--- src/rtl/riscv_pkg.sv ---
// Shared RV32I control encodings: multicycle state enum, opcodes, mux/ALU/immediate selects.
package riscv_pkg;

    typedef enum logic [3:0] {
        ST_FETCH,
        ST_DECODE,
        ST_MEM_ADR,
        ST_MEM_READ,
        ST_MEM_WB,
        ST_MEM_WRITE,
        ST_EXEC_R,
        ST_EXEC_I,
        ST_EXEC_LUI,
        ST_JALR,
        ST_JAL,
        ST_BRANCH,
        ST_ALU_WB,
        ST_TRAP
    } state_t;

    localparam logic [6:0] OP_LOAD   = 7'b0000011;
    localparam logic [6:0] OP_STORE  = 7'b0100011;
    localparam logic [6:0] OP_R      = 7'b0110011;
    localparam logic [6:0] OP_I      = 7'b0010011;
    localparam logic [6:0] OP_LUI    = 7'b0110111;
    localparam logic [6:0] OP_AUIPC  = 7'b0010111;
    localparam logic [6:0] OP_JAL    = 7'b1101111;
    localparam logic [6:0] OP_JALR   = 7'b1100111;
    localparam logic [6:0] OP_BRANCH = 7'b1100011;

    localparam logic [2:0] IMM_I = 3'b000;
    localparam logic [2:0] IMM_S = 3'b001;
    localparam logic [2:0] IMM_B = 3'b010;
    localparam logic [2:0] IMM_U = 3'b011;
    localparam logic [2:0] IMM_J = 3'b100;

    localparam logic [1:0] ALU_ADD   = 2'b00;
    localparam logic [1:0] ALU_SUB   = 2'b01;
    localparam logic [1:0] ALU_RTYPE = 2'b10;
    localparam logic [1:0] ALU_ITYPE = 2'b11;

    localparam logic [1:0] SRC_A_PC     = 2'b00;
    localparam logic [1:0] SRC_A_OLD_PC = 2'b01;
    localparam logic [1:0] SRC_A_RS1    = 2'b10;
    localparam logic [1:0] SRC_A_ZERO   = 2'b11;

    localparam logic [1:0] SRC_B_RS2  = 2'b00;
    localparam logic [1:0] SRC_B_IMM  = 2'b01;
    localparam logic [1:0] SRC_B_FOUR = 2'b10;

    localparam logic [1:0] RES_ALU_OUT    = 2'b00;
    localparam logic [1:0] RES_READ_DATA  = 2'b01;
    localparam logic [1:0] RES_ALU_RESULT = 2'b10;

    typedef struct packed {
        logic       mem_req;
        logic       mem_wen;
        logic       adr_src;
        logic       ir_wen;
        logic       pc_wen;
        logic       gpr_wen;
        logic [1:0] alu_src_a_sel;
        logic [1:0] alu_src_b_sel;
        logic [1:0] alu_op;
        logic [2:0] imm_control;
        logic [1:0] result_src;
    } ctrl_t;

    // DECODE precomputes old_pc+imm, so the immediate must match the format that uses it.
    function automatic logic [2:0] decode_imm_sel(input logic [6:0] opcode);
        case (opcode)
            OP_BRANCH: return IMM_B;
            OP_JAL:    return IMM_J;
            OP_AUIPC:  return IMM_U;
            default:   return IMM_I;
        endcase
    endfunction

endpackage

--- src/rtl/multicycle_controller_if.sv ---
// Controller <-> datapath/memory bundle: instruction feedback, memory handshake and control word.
interface multicycle_controller_if;
    logic [6:0] opcode;
    logic       mem_ready;
    logic       branch_cond;
    logic       mem_req;
    logic       mem_wen;
    logic       adr_src;
    logic       ir_wen;
    logic       pc_wen;
    logic [1:0] alu_src_a_sel;
    logic [1:0] alu_src_b_sel;
    logic [1:0] alu_op;
    logic [2:0] imm_control;
    logic [1:0] result_src;
    logic       gpr_wen;

    modport master (
        input  opcode, mem_ready, branch_cond,
        output mem_req, mem_wen, adr_src, ir_wen, pc_wen,
               alu_src_a_sel, alu_src_b_sel, alu_op, imm_control, result_src, gpr_wen
    );

    modport slave (
        output opcode, mem_ready, branch_cond,
        input  mem_req, mem_wen, adr_src, ir_wen, pc_wen,
               alu_src_a_sel, alu_src_b_sel, alu_op, imm_control, result_src, gpr_wen
    );
endinterface

--- src/rtl/mc_output_decoder.sv ---
// Control-word table: maps the current state (and IR opcode where needed) to raw datapath controls.
// Latency: purely combinational.
// Backpressure: none; handshake gating of the enables is applied by the caller.
module mc_output_decoder
    import riscv_pkg::*;
(
    input  state_t     state,
    input  logic [6:0] opcode,
    output ctrl_t      ctrl
);

    always_comb begin
        ctrl = '0;
        case (state)
            ST_FETCH: begin
                ctrl.mem_req       = 1'b1;
                ctrl.ir_wen        = 1'b1;
                ctrl.pc_wen        = 1'b1;
                ctrl.alu_src_a_sel = SRC_A_PC;
                ctrl.alu_src_b_sel = SRC_B_FOUR;
                ctrl.alu_op        = ALU_ADD;
                ctrl.result_src    = RES_ALU_RESULT;
            end
            ST_DECODE: begin
                ctrl.alu_src_a_sel = SRC_A_OLD_PC;
                ctrl.alu_src_b_sel = SRC_B_IMM;
                ctrl.alu_op        = ALU_ADD;
                ctrl.imm_control   = decode_imm_sel(opcode);
            end
            ST_MEM_ADR: begin
                ctrl.alu_src_a_sel = SRC_A_RS1;
                ctrl.alu_src_b_sel = SRC_B_IMM;
                ctrl.alu_op        = ALU_ADD;
                ctrl.imm_control   = (opcode == OP_STORE) ? IMM_S : IMM_I;
            end
            ST_MEM_READ: begin
                ctrl.mem_req = 1'b1;
                ctrl.adr_src = 1'b1;
            end
            ST_MEM_WB: begin
                ctrl.result_src = RES_READ_DATA;
                ctrl.gpr_wen    = 1'b1;
            end
            ST_MEM_WRITE: begin
                ctrl.mem_req     = 1'b1;
                ctrl.mem_wen     = 1'b1;
                ctrl.adr_src     = 1'b1;
                ctrl.imm_control = IMM_S;
            end
            ST_EXEC_R: begin
                ctrl.alu_src_a_sel = SRC_A_RS1;
                ctrl.alu_src_b_sel = SRC_B_RS2;
                ctrl.alu_op        = ALU_RTYPE;
            end
            ST_EXEC_I: begin
                ctrl.alu_src_a_sel = SRC_A_RS1;
                ctrl.alu_src_b_sel = SRC_B_IMM;
                ctrl.alu_op        = ALU_ITYPE;
                ctrl.imm_control   = IMM_I;
            end
            ST_EXEC_LUI: begin
                ctrl.alu_src_a_sel = SRC_A_ZERO;
                ctrl.alu_src_b_sel = SRC_B_IMM;
                ctrl.alu_op        = ALU_ADD;
                ctrl.imm_control   = IMM_U;
            end
            ST_ALU_WB: begin
                ctrl.result_src = RES_ALU_OUT;
                ctrl.gpr_wen    = 1'b1;
            end
            ST_JALR: begin
                ctrl.alu_src_a_sel = SRC_A_RS1;
                ctrl.alu_src_b_sel = SRC_B_IMM;
                ctrl.alu_op        = ALU_ADD;
                ctrl.imm_control   = IMM_I;
            end
            // PC takes the target held in alu_out while the ALU forms the link value.
            ST_JAL: begin
                ctrl.result_src    = RES_ALU_OUT;
                ctrl.pc_wen        = 1'b1;
                ctrl.alu_src_a_sel = SRC_A_OLD_PC;
                ctrl.alu_src_b_sel = SRC_B_FOUR;
                ctrl.alu_op        = ALU_ADD;
            end
            ST_BRANCH: begin
                ctrl.alu_src_a_sel = SRC_A_RS1;
                ctrl.alu_src_b_sel = SRC_B_RS2;
                ctrl.alu_op        = ALU_SUB;
                ctrl.imm_control   = IMM_B;
                ctrl.result_src    = RES_ALU_OUT;
                ctrl.pc_wen        = 1'b1;
            end
            default: ctrl = '0;
        endcase
    end

endmodule

--- src/rtl/multicycle_controller.sv ---
// Multicycle RV32I sequencer: state register, next-state logic, illegal flag and retired count.
// Latency: 3-5 cycles per instruction with zero wait states; outputs are Moore except fetch/branch PC writes.
// Backpressure: holds FETCH/MEM_READ/MEM_WRITE with mem_req stable until mem_ready.
module multicycle_controller
    import riscv_pkg::*;
#(
    parameter int CNT_W = 32
) (
    input  logic                    clk,
    input  logic                    rst,
    multicycle_controller_if.master bus,
    output logic                    illegal,
    output logic [CNT_W-1:0]        instret
);

    state_t state;
    state_t state_nxt;
    ctrl_t  ctrl;
    logic   pc_gate;
    logic   retire;

    always_ff @(posedge clk) begin
        if (rst) begin
            state <= ST_FETCH;
        end else begin
            state <= state_nxt;
        end
    end

    always_comb begin
        state_nxt = state;
        case (state)
            ST_FETCH:     if (bus.mem_ready) state_nxt = ST_DECODE;
            ST_DECODE: begin
                case (bus.opcode)
                    OP_LOAD, OP_STORE: state_nxt = ST_MEM_ADR;
                    OP_R:              state_nxt = ST_EXEC_R;
                    OP_I:              state_nxt = ST_EXEC_I;
                    OP_LUI:            state_nxt = ST_EXEC_LUI;
                    OP_AUIPC:          state_nxt = ST_ALU_WB;
                    OP_JAL:            state_nxt = ST_JAL;
                    OP_JALR:           state_nxt = ST_JALR;
                    OP_BRANCH:         state_nxt = ST_BRANCH;
                    default:           state_nxt = ST_TRAP;
                endcase
            end
            ST_MEM_ADR:   state_nxt = (bus.opcode == OP_STORE) ? ST_MEM_WRITE : ST_MEM_READ;
            ST_MEM_READ:  if (bus.mem_ready) state_nxt = ST_MEM_WB;
            ST_MEM_WB:    state_nxt = ST_FETCH;
            ST_MEM_WRITE: if (bus.mem_ready) state_nxt = ST_FETCH;
            ST_EXEC_R:    state_nxt = ST_ALU_WB;
            ST_EXEC_I:    state_nxt = ST_ALU_WB;
            ST_EXEC_LUI:  state_nxt = ST_ALU_WB;
            ST_ALU_WB:    state_nxt = ST_FETCH;
            ST_JALR:      state_nxt = ST_JAL;
            ST_JAL:       state_nxt = ST_ALU_WB;
            ST_BRANCH:    state_nxt = ST_FETCH;
            ST_TRAP:      state_nxt = ST_TRAP;
            default:      state_nxt = ST_FETCH;
        endcase
    end

    // Any arrival at FETCH from elsewhere is the end of a completed instruction.
    assign retire = (state_nxt == ST_FETCH) && (state != ST_FETCH);

    always_ff @(posedge clk) begin
        if (rst) begin
            instret <= '0;
            illegal <= 1'b0;
        end else begin
            if (retire) begin
                instret <= instret + {{(CNT_W-1){1'b0}}, 1'b1};
            end
            if (state_nxt == ST_TRAP) begin
                illegal <= 1'b1;
            end
        end
    end

    mc_output_decoder u_dec (
        .state  (state),
        .opcode (bus.opcode),
        .ctrl   (ctrl)
    );

    always_comb begin
        pc_gate = 1'b1;
        if (state == ST_FETCH) begin
            pc_gate = bus.mem_ready;
        end else if (state == ST_BRANCH) begin
            pc_gate = bus.branch_cond;
        end
    end

    // Reset suppresses every write-side enable so an abandoned instruction leaves no trace.
    assign bus.mem_req       = !rst && ctrl.mem_req;
    assign bus.mem_wen       = !rst && ctrl.mem_wen;
    assign bus.ir_wen        = !rst && ctrl.ir_wen && bus.mem_ready;
    assign bus.pc_wen        = !rst && ctrl.pc_wen && pc_gate;
    assign bus.gpr_wen       = !rst && ctrl.gpr_wen;
    assign bus.adr_src       = ctrl.adr_src;
    assign bus.alu_src_a_sel = ctrl.alu_src_a_sel;
    assign bus.alu_src_b_sel = ctrl.alu_src_b_sel;
    assign bus.alu_op        = ctrl.alu_op;
    assign bus.imm_control   = ctrl.imm_control;
    assign bus.result_src    = ctrl.result_src;

endmodule

--- src/flat_wrapper.sv ---
// flat-port wrapper written by rule: the top's interface ports become plain ports
module multicycle_controller_flat import riscv_pkg::*;
#(
    parameter int CNT_W = 32
)
  (clk, rst, illegal, instret, bus_opcode, bus_mem_ready, bus_branch_cond, bus_mem_req, bus_mem_wen, bus_adr_src, bus_ir_wen, bus_pc_wen, bus_alu_src_a_sel, bus_alu_src_b_sel, bus_alu_op, bus_imm_control, bus_result_src, bus_gpr_wen);
  multicycle_controller_if bus_i ();
  input  logic clk;
  input  logic rst;
  output logic illegal;
  output logic [CNT_W-1:0] instret;
  input wire logic [$bits(bus_i.opcode)-1:0] bus_opcode;
  input wire logic [$bits(bus_i.mem_ready)-1:0] bus_mem_ready;
  input wire logic [$bits(bus_i.branch_cond)-1:0] bus_branch_cond;
  output wire logic [$bits(bus_i.mem_req)-1:0] bus_mem_req;
  output wire logic [$bits(bus_i.mem_wen)-1:0] bus_mem_wen;
  output wire logic [$bits(bus_i.adr_src)-1:0] bus_adr_src;
  output wire logic [$bits(bus_i.ir_wen)-1:0] bus_ir_wen;
  output wire logic [$bits(bus_i.pc_wen)-1:0] bus_pc_wen;
  output wire logic [$bits(bus_i.alu_src_a_sel)-1:0] bus_alu_src_a_sel;
  output wire logic [$bits(bus_i.alu_src_b_sel)-1:0] bus_alu_src_b_sel;
  output wire logic [$bits(bus_i.alu_op)-1:0] bus_alu_op;
  output wire logic [$bits(bus_i.imm_control)-1:0] bus_imm_control;
  output wire logic [$bits(bus_i.result_src)-1:0] bus_result_src;
  output wire logic [$bits(bus_i.gpr_wen)-1:0] bus_gpr_wen;
  assign bus_i.opcode = bus_opcode;
  assign bus_i.mem_ready = bus_mem_ready;
  assign bus_i.branch_cond = bus_branch_cond;
  assign bus_mem_req = bus_i.mem_req;
  assign bus_mem_wen = bus_i.mem_wen;
  assign bus_adr_src = bus_i.adr_src;
  assign bus_ir_wen = bus_i.ir_wen;
  assign bus_pc_wen = bus_i.pc_wen;
  assign bus_alu_src_a_sel = bus_i.alu_src_a_sel;
  assign bus_alu_src_b_sel = bus_i.alu_src_b_sel;
  assign bus_alu_op = bus_i.alu_op;
  assign bus_imm_control = bus_i.imm_control;
  assign bus_result_src = bus_i.result_src;
  assign bus_gpr_wen = bus_i.gpr_wen;
  multicycle_controller #(.CNT_W(CNT_W)) u_core (.clk(clk), .rst(rst), .bus(bus_i), .illegal(illegal), .instret(instret));
endmodule
--- config.mk ---
export PLATFORM = sky130hd
export DESIGN_NAME = multicycle_controller_flat
export DESIGN_NICKNAME = d
export VERILOG_FILES = /design/src/rtl/riscv_pkg.sv /design/src/rtl/multicycle_controller_if.sv /design/src/rtl/mc_output_decoder.sv /design/src/rtl/multicycle_controller.sv /design/src/flat_wrapper.sv
export SDC_FILE = /design/constraint.sdc
export NUM_CORES = 1
export LEC_CHECK = 0
export ABC_AREA = 1
export CORE_UTILIZATION = 51
export DETAILED_ROUTE_END_ITERATION = 16
export PLACE_DENSITY = 0.8
export SYNTH_ARGS = -nofsm -noshare
export SYNTH_HDL_FRONTEND = slang
export SYNTH_HIERARCHICAL = 1
export SYNTH_SLANG_ARGS = --single-unit
--- constraint.sdc ---
create_clock -name clk -period 2.3 [get_ports clk]
set_input_delay 0.23 -clock clk [delete_from_list [all_inputs] [get_ports clk]]
set_output_delay 0.23 -clock clk [all_outputs]
set_load 0.01 [all_outputs]
== Word level (Yosys, flattened, before mapping) ==
Index checks and enable logic that the tools add are counted.

* Logic and storage cells: 65
* Memories: 0
* Latch bits: 0
* Output and inout bits: 50
* Input bits: 11
* Memory bits (writable): 0
* ROM bits: 0
* Register bits after elaboration: 37

* Divide/modulo/power cells: 0
* Bitwise gates (word level): 0
* Multiply operators: 0
* Mux-type cells: 19
* $add $sub $neg: 1
* Magnitude comparators: 0
* Shift operators: 0
* Reductions and logical operators: 19
* Eq/ne operators: 23

{| class="wikitable"
|+ Operators by type and width
! cell !! count
|-
| 4-bit one-hot mux with 8 select lines || 2
|-
| 6-bit one-hot mux with 8 select lines || 1
|-
| 32-bit by 1-bit adder with 32-bit output, second input constant || 1
|-
| 4-bit equality test, second input constant || 7
|-
| 7-bit by 6-bit equality test with 1-bit output, second input constant || 3
|-
| 7-bit equality test, second input constant || 3
|-
| 4-bit by 3-bit equality test with 1-bit output, second input constant || 4
|-
| 3-bit one-hot mux with 5 select lines || 1
|-
| 7-bit by 5-bit equality test with 1-bit output, second input constant || 2
|-
| 4-bit two-way mux || 3
|-
| 1-bit two-way mux || 9
|-
| 3-bit one-hot mux with 3 select lines || 1
|-
| 4-bit by 2-bit equality test with 1-bit output, second input constant || 2
|-
| 1-bit logical AND || 8
|-
| 4-bit zero test || 2
|-
| 2-bit OR reduction || 4
|-
| 7-bit by 2-bit equality test with 1-bit output, second input constant || 1
|-
| 3-bit OR reduction || 2
|-
| 4-bit by 1-bit equality test with 1-bit output, second input constant || 1
|-
| 2-bit one-hot mux with 2 select lines || 1
|-
| 4-bit nonzero test || 1
|-
| 4-bit OR reduction || 1
|-
| 3-bit two-way mux || 1
|-
| 1-bit zero test || 1
|}

== Logic depth before layout (Yosys ltp) ==
* Word-level depth: 6
* Mapped depth: 14
* Mapped depth without buffers: 13

== Hierarchy ==
Netlist, hierarchy kept.

{| class="wikitable"
|+ By module, submodules not included
! module !! cells each !! times used !! area an instance (sq um) !! seq. area each (sq um)
|-
| multicycle_controller || 444 || 1 || 2509.9 || 740.7
|-
| mc_output_decoder || 62 || 1 || 290.3 || 0.0
|}

== Worst setup path before layout ==
No wires, ideal clock.

* Path type: reg2reg
* Start: register u_core.instret[0]
* End: register u_core.instret[26]
* Arrival: 1.667 ns
* Required time: 2.173 ns
* Slack: 0.505 ns
* Cell stages (with the launch flop): 11
* Period minus slack after synthesis: 1.795 ns
* Library setup time: 0.127 ns
* Path buffers: 0
* Path through: dfxtp_1 -> ha_1 -> nand2_1 -> nor2_1 -> nand4_1 -> nor3_2 -> nand2_1 -> nor3_1 -> nand3_1 -> nand2_1 -> nor2_1

* Word-level cells in the longest chain between the ends: 1

{| class="wikitable"
|+ Ends and longest elaborated chain
! what !! line !! RTL
|-
| start, declared || multicycle_controller.sv:13 || <nowiki>output logic [CNT_W-1:0] instret</nowiki>
|-
| start signal, assigned || multicycle_controller.sv:72 || <nowiki>instret <= instret + {{(CNT_W-1){1'b0}}, 1'b1};</nowiki>
|-
| 32-bit by 1-bit adder with 32-bit output || multicycle_controller.sv:72 ||
|}

Every way passes these cells.
A chain may end at the register's enable or synchronous reset.

==> flow_metrics.py <==
metrics = {
    "final_layout": {
        "fin_nets": 583,
        "drive_gt1_frac": 0.0789,
        "area_growth_pct": 28.0,
        "diodes": 0,
        "final_common_cell": "nand2_1",
        "final_cell_mix": "nand2_1, nor2_1, inv_1, clkdlybuf4s50_1, nand3_1",
    },
    "synthesis": {
        "ys_seq_area_frac": 0.265,
        "synth-seq-cells": 37,
        "synth.yosys.warnings": 6,
        "synth_edf_count": 0,
        "synth_nets": 518,
        "syn_avg_cell_area_um2": 5.53,
        "synthCells": 506,
        "ys.flop_type": "dfxtp_1",
        "synth.top_cells.by_area": "dfxtp_1, nand2_1, nor2_1",
        "synth_cell_types": 32,
        "synth_top_area_cell": "dfxtp_1",
        "yosys.area.top_type_share": 0.265,
        "netlist_area_um2": 2800,
        "synth-async-reset-ratio": 0,
    },
    "setup_path": {
        "crit_type": "reg2out",
        "startpoint": "u_core/state[3]$_SDFF_PP0_",
        "worstReg2RegStart": "u_core/instret[1]$_SDFFE_PP0P_",
        "cp_data_arrival_time_ns": 1.95,
        "crit_fanout": 6,
        "worstSetupStartpointType": "flop",
        "critPathRequiredTime_ns": 2.07,
        "endpoint_kind": "primary output",
    },
    "drt": {
        "m1WireLength_um": 3260,
        "wl_met3_um": 367,
        "wl_um": 7020,
        "route.top_layer_used": "met4",
        "drtPass1Iterations": 5,
        "drtIter0Drc": 199,
        "num_vias": 3248,
        "postRouteAntennaNets": 0,
        "met2_length_um": 3320,
        "drc": 0,
        "avgRoutedWirePerCell_um": 11.0,
        "via_per_inst": 5.08,
    },
    "timing": {
        "drv_slew": 0,
        "worst_slack_ns": 0.122,
        "hold_viol_final": 0,
        "finalCriticalPeriod_ns": 2.18,
        "setup_viol": 0,
        "slew_headroom": 0.737,
        "finalClockSkew_ns": 0.00805,
        "worst_pin_slew_ns": 0.392,
        "clock.fmax_mhz": 459,
        "finalCritPeriodShare": 0.947,
        "finalSetupTns_ns": 0,
        "rsz0062_at_grt": "no",
    },
    "power": {
        "p_int_w": 0.00168,
        "p_switching_w": 0.00149,
        "p_leak_nw": 1.58,
        "share_seq_of_total_power": 0.254,
        "vdd_ir_drop_max_mv": 1.42,
        "pwr_density_cell_nw_per_um2": 884,
        "p_clk_frac": 0.132,
        "power_frac_comb": 0.615,
        "p_sw_frac": 0.470,
    },
    "worst_hold_path": {
        "min_from": "u_core/illegal$_SDFFE_PP0N_",
        "hold_class": "reg2reg",
    },
    "floorplanning": {
        "die_h_um": 76.1,
        "initial_core_util": 0.538,
        "die_w_um": 76.1,
        "floorplan.die_area_um2": 5790,
        "core.rowCount": 26,
        "coreArea_um2": 5200,
        "io_pins": 61,
    },
    "clocking": {
        "clkLatencyLatePin_ns": 0.29,
        "cts_tree": "done",
        "cts_buffers": 5,
        "numClockSinks": 37,
        "cts_max_level": 2,
        "cts.clk_slew.worst_paths_ns": 0.06,
        "cts-root-buf": "clkbuf_8",
        "clock_path_buffers": 2,
    },
    "run_status": {
        "status": "completed",
    },
    "placed_design": {
        "dp_slack_ns": 0.0392,
        "gp_congestion": 0.912,
        "dp_hpwl_um": 5340,
        "io_buffers": 60,
    },
    "flow_run": {
        "maxCapViolCount": 0,
    },
    "global_route": {
        "grt_max_degree": 61,
        "grt_usage": 0.258,
        "antenna_found_initial": 0,
        "grt_pass1_wl_um": 12400,
        "grt_pass1_vias": 2942,
        "grt.overflow.total": 0,
    },
}
## cells in the mapped netlist, drive strengths merged, types with 2 or more instances
library cell,number
nor4,3
o211ai,2
nor3,19
a21oi,8
o21ai,3
nand3,61
nand4,8
dfxtp,37
nor2,99
clkbuf,3
nand2,163
buf,9
inv,84
## repair_timing
item,CTS,global route
hold buffers,0,0
pin swaps,2,1
gates resized for setup,3,5
cloned,0,0
buffers inserted,1,2
endpoints found under the setup margin,1,34
## logic make-up after synthesis
| kind of cell | count (synthesis) | share of synthesized area |
|---|---|---|
| fa+ha+maj | 1 | 0.00447 |
| compound gates | 16 | 0.0349 |
| buf+inv | 96 | 0.142 |
| flops | 37 | 0.265 |
| xor+xnor | 1 | 0.00313 |
| simple gates | 355 | 0.551 |
## area by class of cell
type                    count  area (um^2)
clock buffers               5         68.8
clock inverters             1         5.00
fillers                   510         1620
inverters                  84          323
multi-input cells         373         1670
flip-flops and latches     37          746
well taps                  70         87.6
repair buffers             70          688
## worst paths after layout
check | slack (ns) | cells after the start | endpoint
worst max-delay path | 0.12 | 8 | bus_pc_wen
worst max register to register | 0.22 | 10 | u_core/instret[26]$_SDFFE_PP0P_
worst min register to register | 0.51 | 1 | u_core/illegal$_SDFFE_PP0N_
worst min-delay path | 0.51 | 1 | u_core/illegal$_SDFFE_PP0N_
## metrics by stage
step            util  area, um^2  hold slack, ns  instances  power [W]
2_1_floorplan      -        2800           0.311        506    0.00219
3_3_place_gp   0.667        3470           0.479        631    0.00262
3_5_place_dp   0.667        3470           0.473        631    0.00264
4_1_cts        0.684        3560           0.506        638    0.00312
5_1_grt        0.689        3580           0.532        640    0.00343
6_report       0.689        3580           0.512        640    0.00317
## layer usage
metal | GRT usage | up-vias
met5 | 0 | -
met4 | 0.0769 | 0
met3 | 0.0335 | 9
met2 | 0.449 | 102
met1 | 0.331 | 1448
li1 | - | 1689
## critical path, cell delays in order (launching register included)
cell and delay [ns]:
dfxtp_2 0.41, inv_1 0.09, nor2_1 0.15, nand3_1 0.10, nand2_2 0.08, or2_1 0.12
nand2_1 0.05, a21oi_1 0.11, clkdlybuf4s50_1 0.55
## registers in the layout, summed over array words and instances (netlist names)
signal          flops
u_core/instret     32
u_core/state        4
u_core/illegal      1
## power groups by stage
stage          logic, W  registers (W)  clock network [W]
2_1_floorplan   0.00139       0.000803                  0
3_3_place_gp    0.00182       0.000802                  0
4_1_cts         0.00189       0.000797           0.000432
3_5_place_dp    0.00184       0.000806                  0
6_report        0.00195       0.000804           0.000417
5_1_grt         0.00215       0.000820           0.000455
No activity file was read; power rests on OpenSTA's default activity.
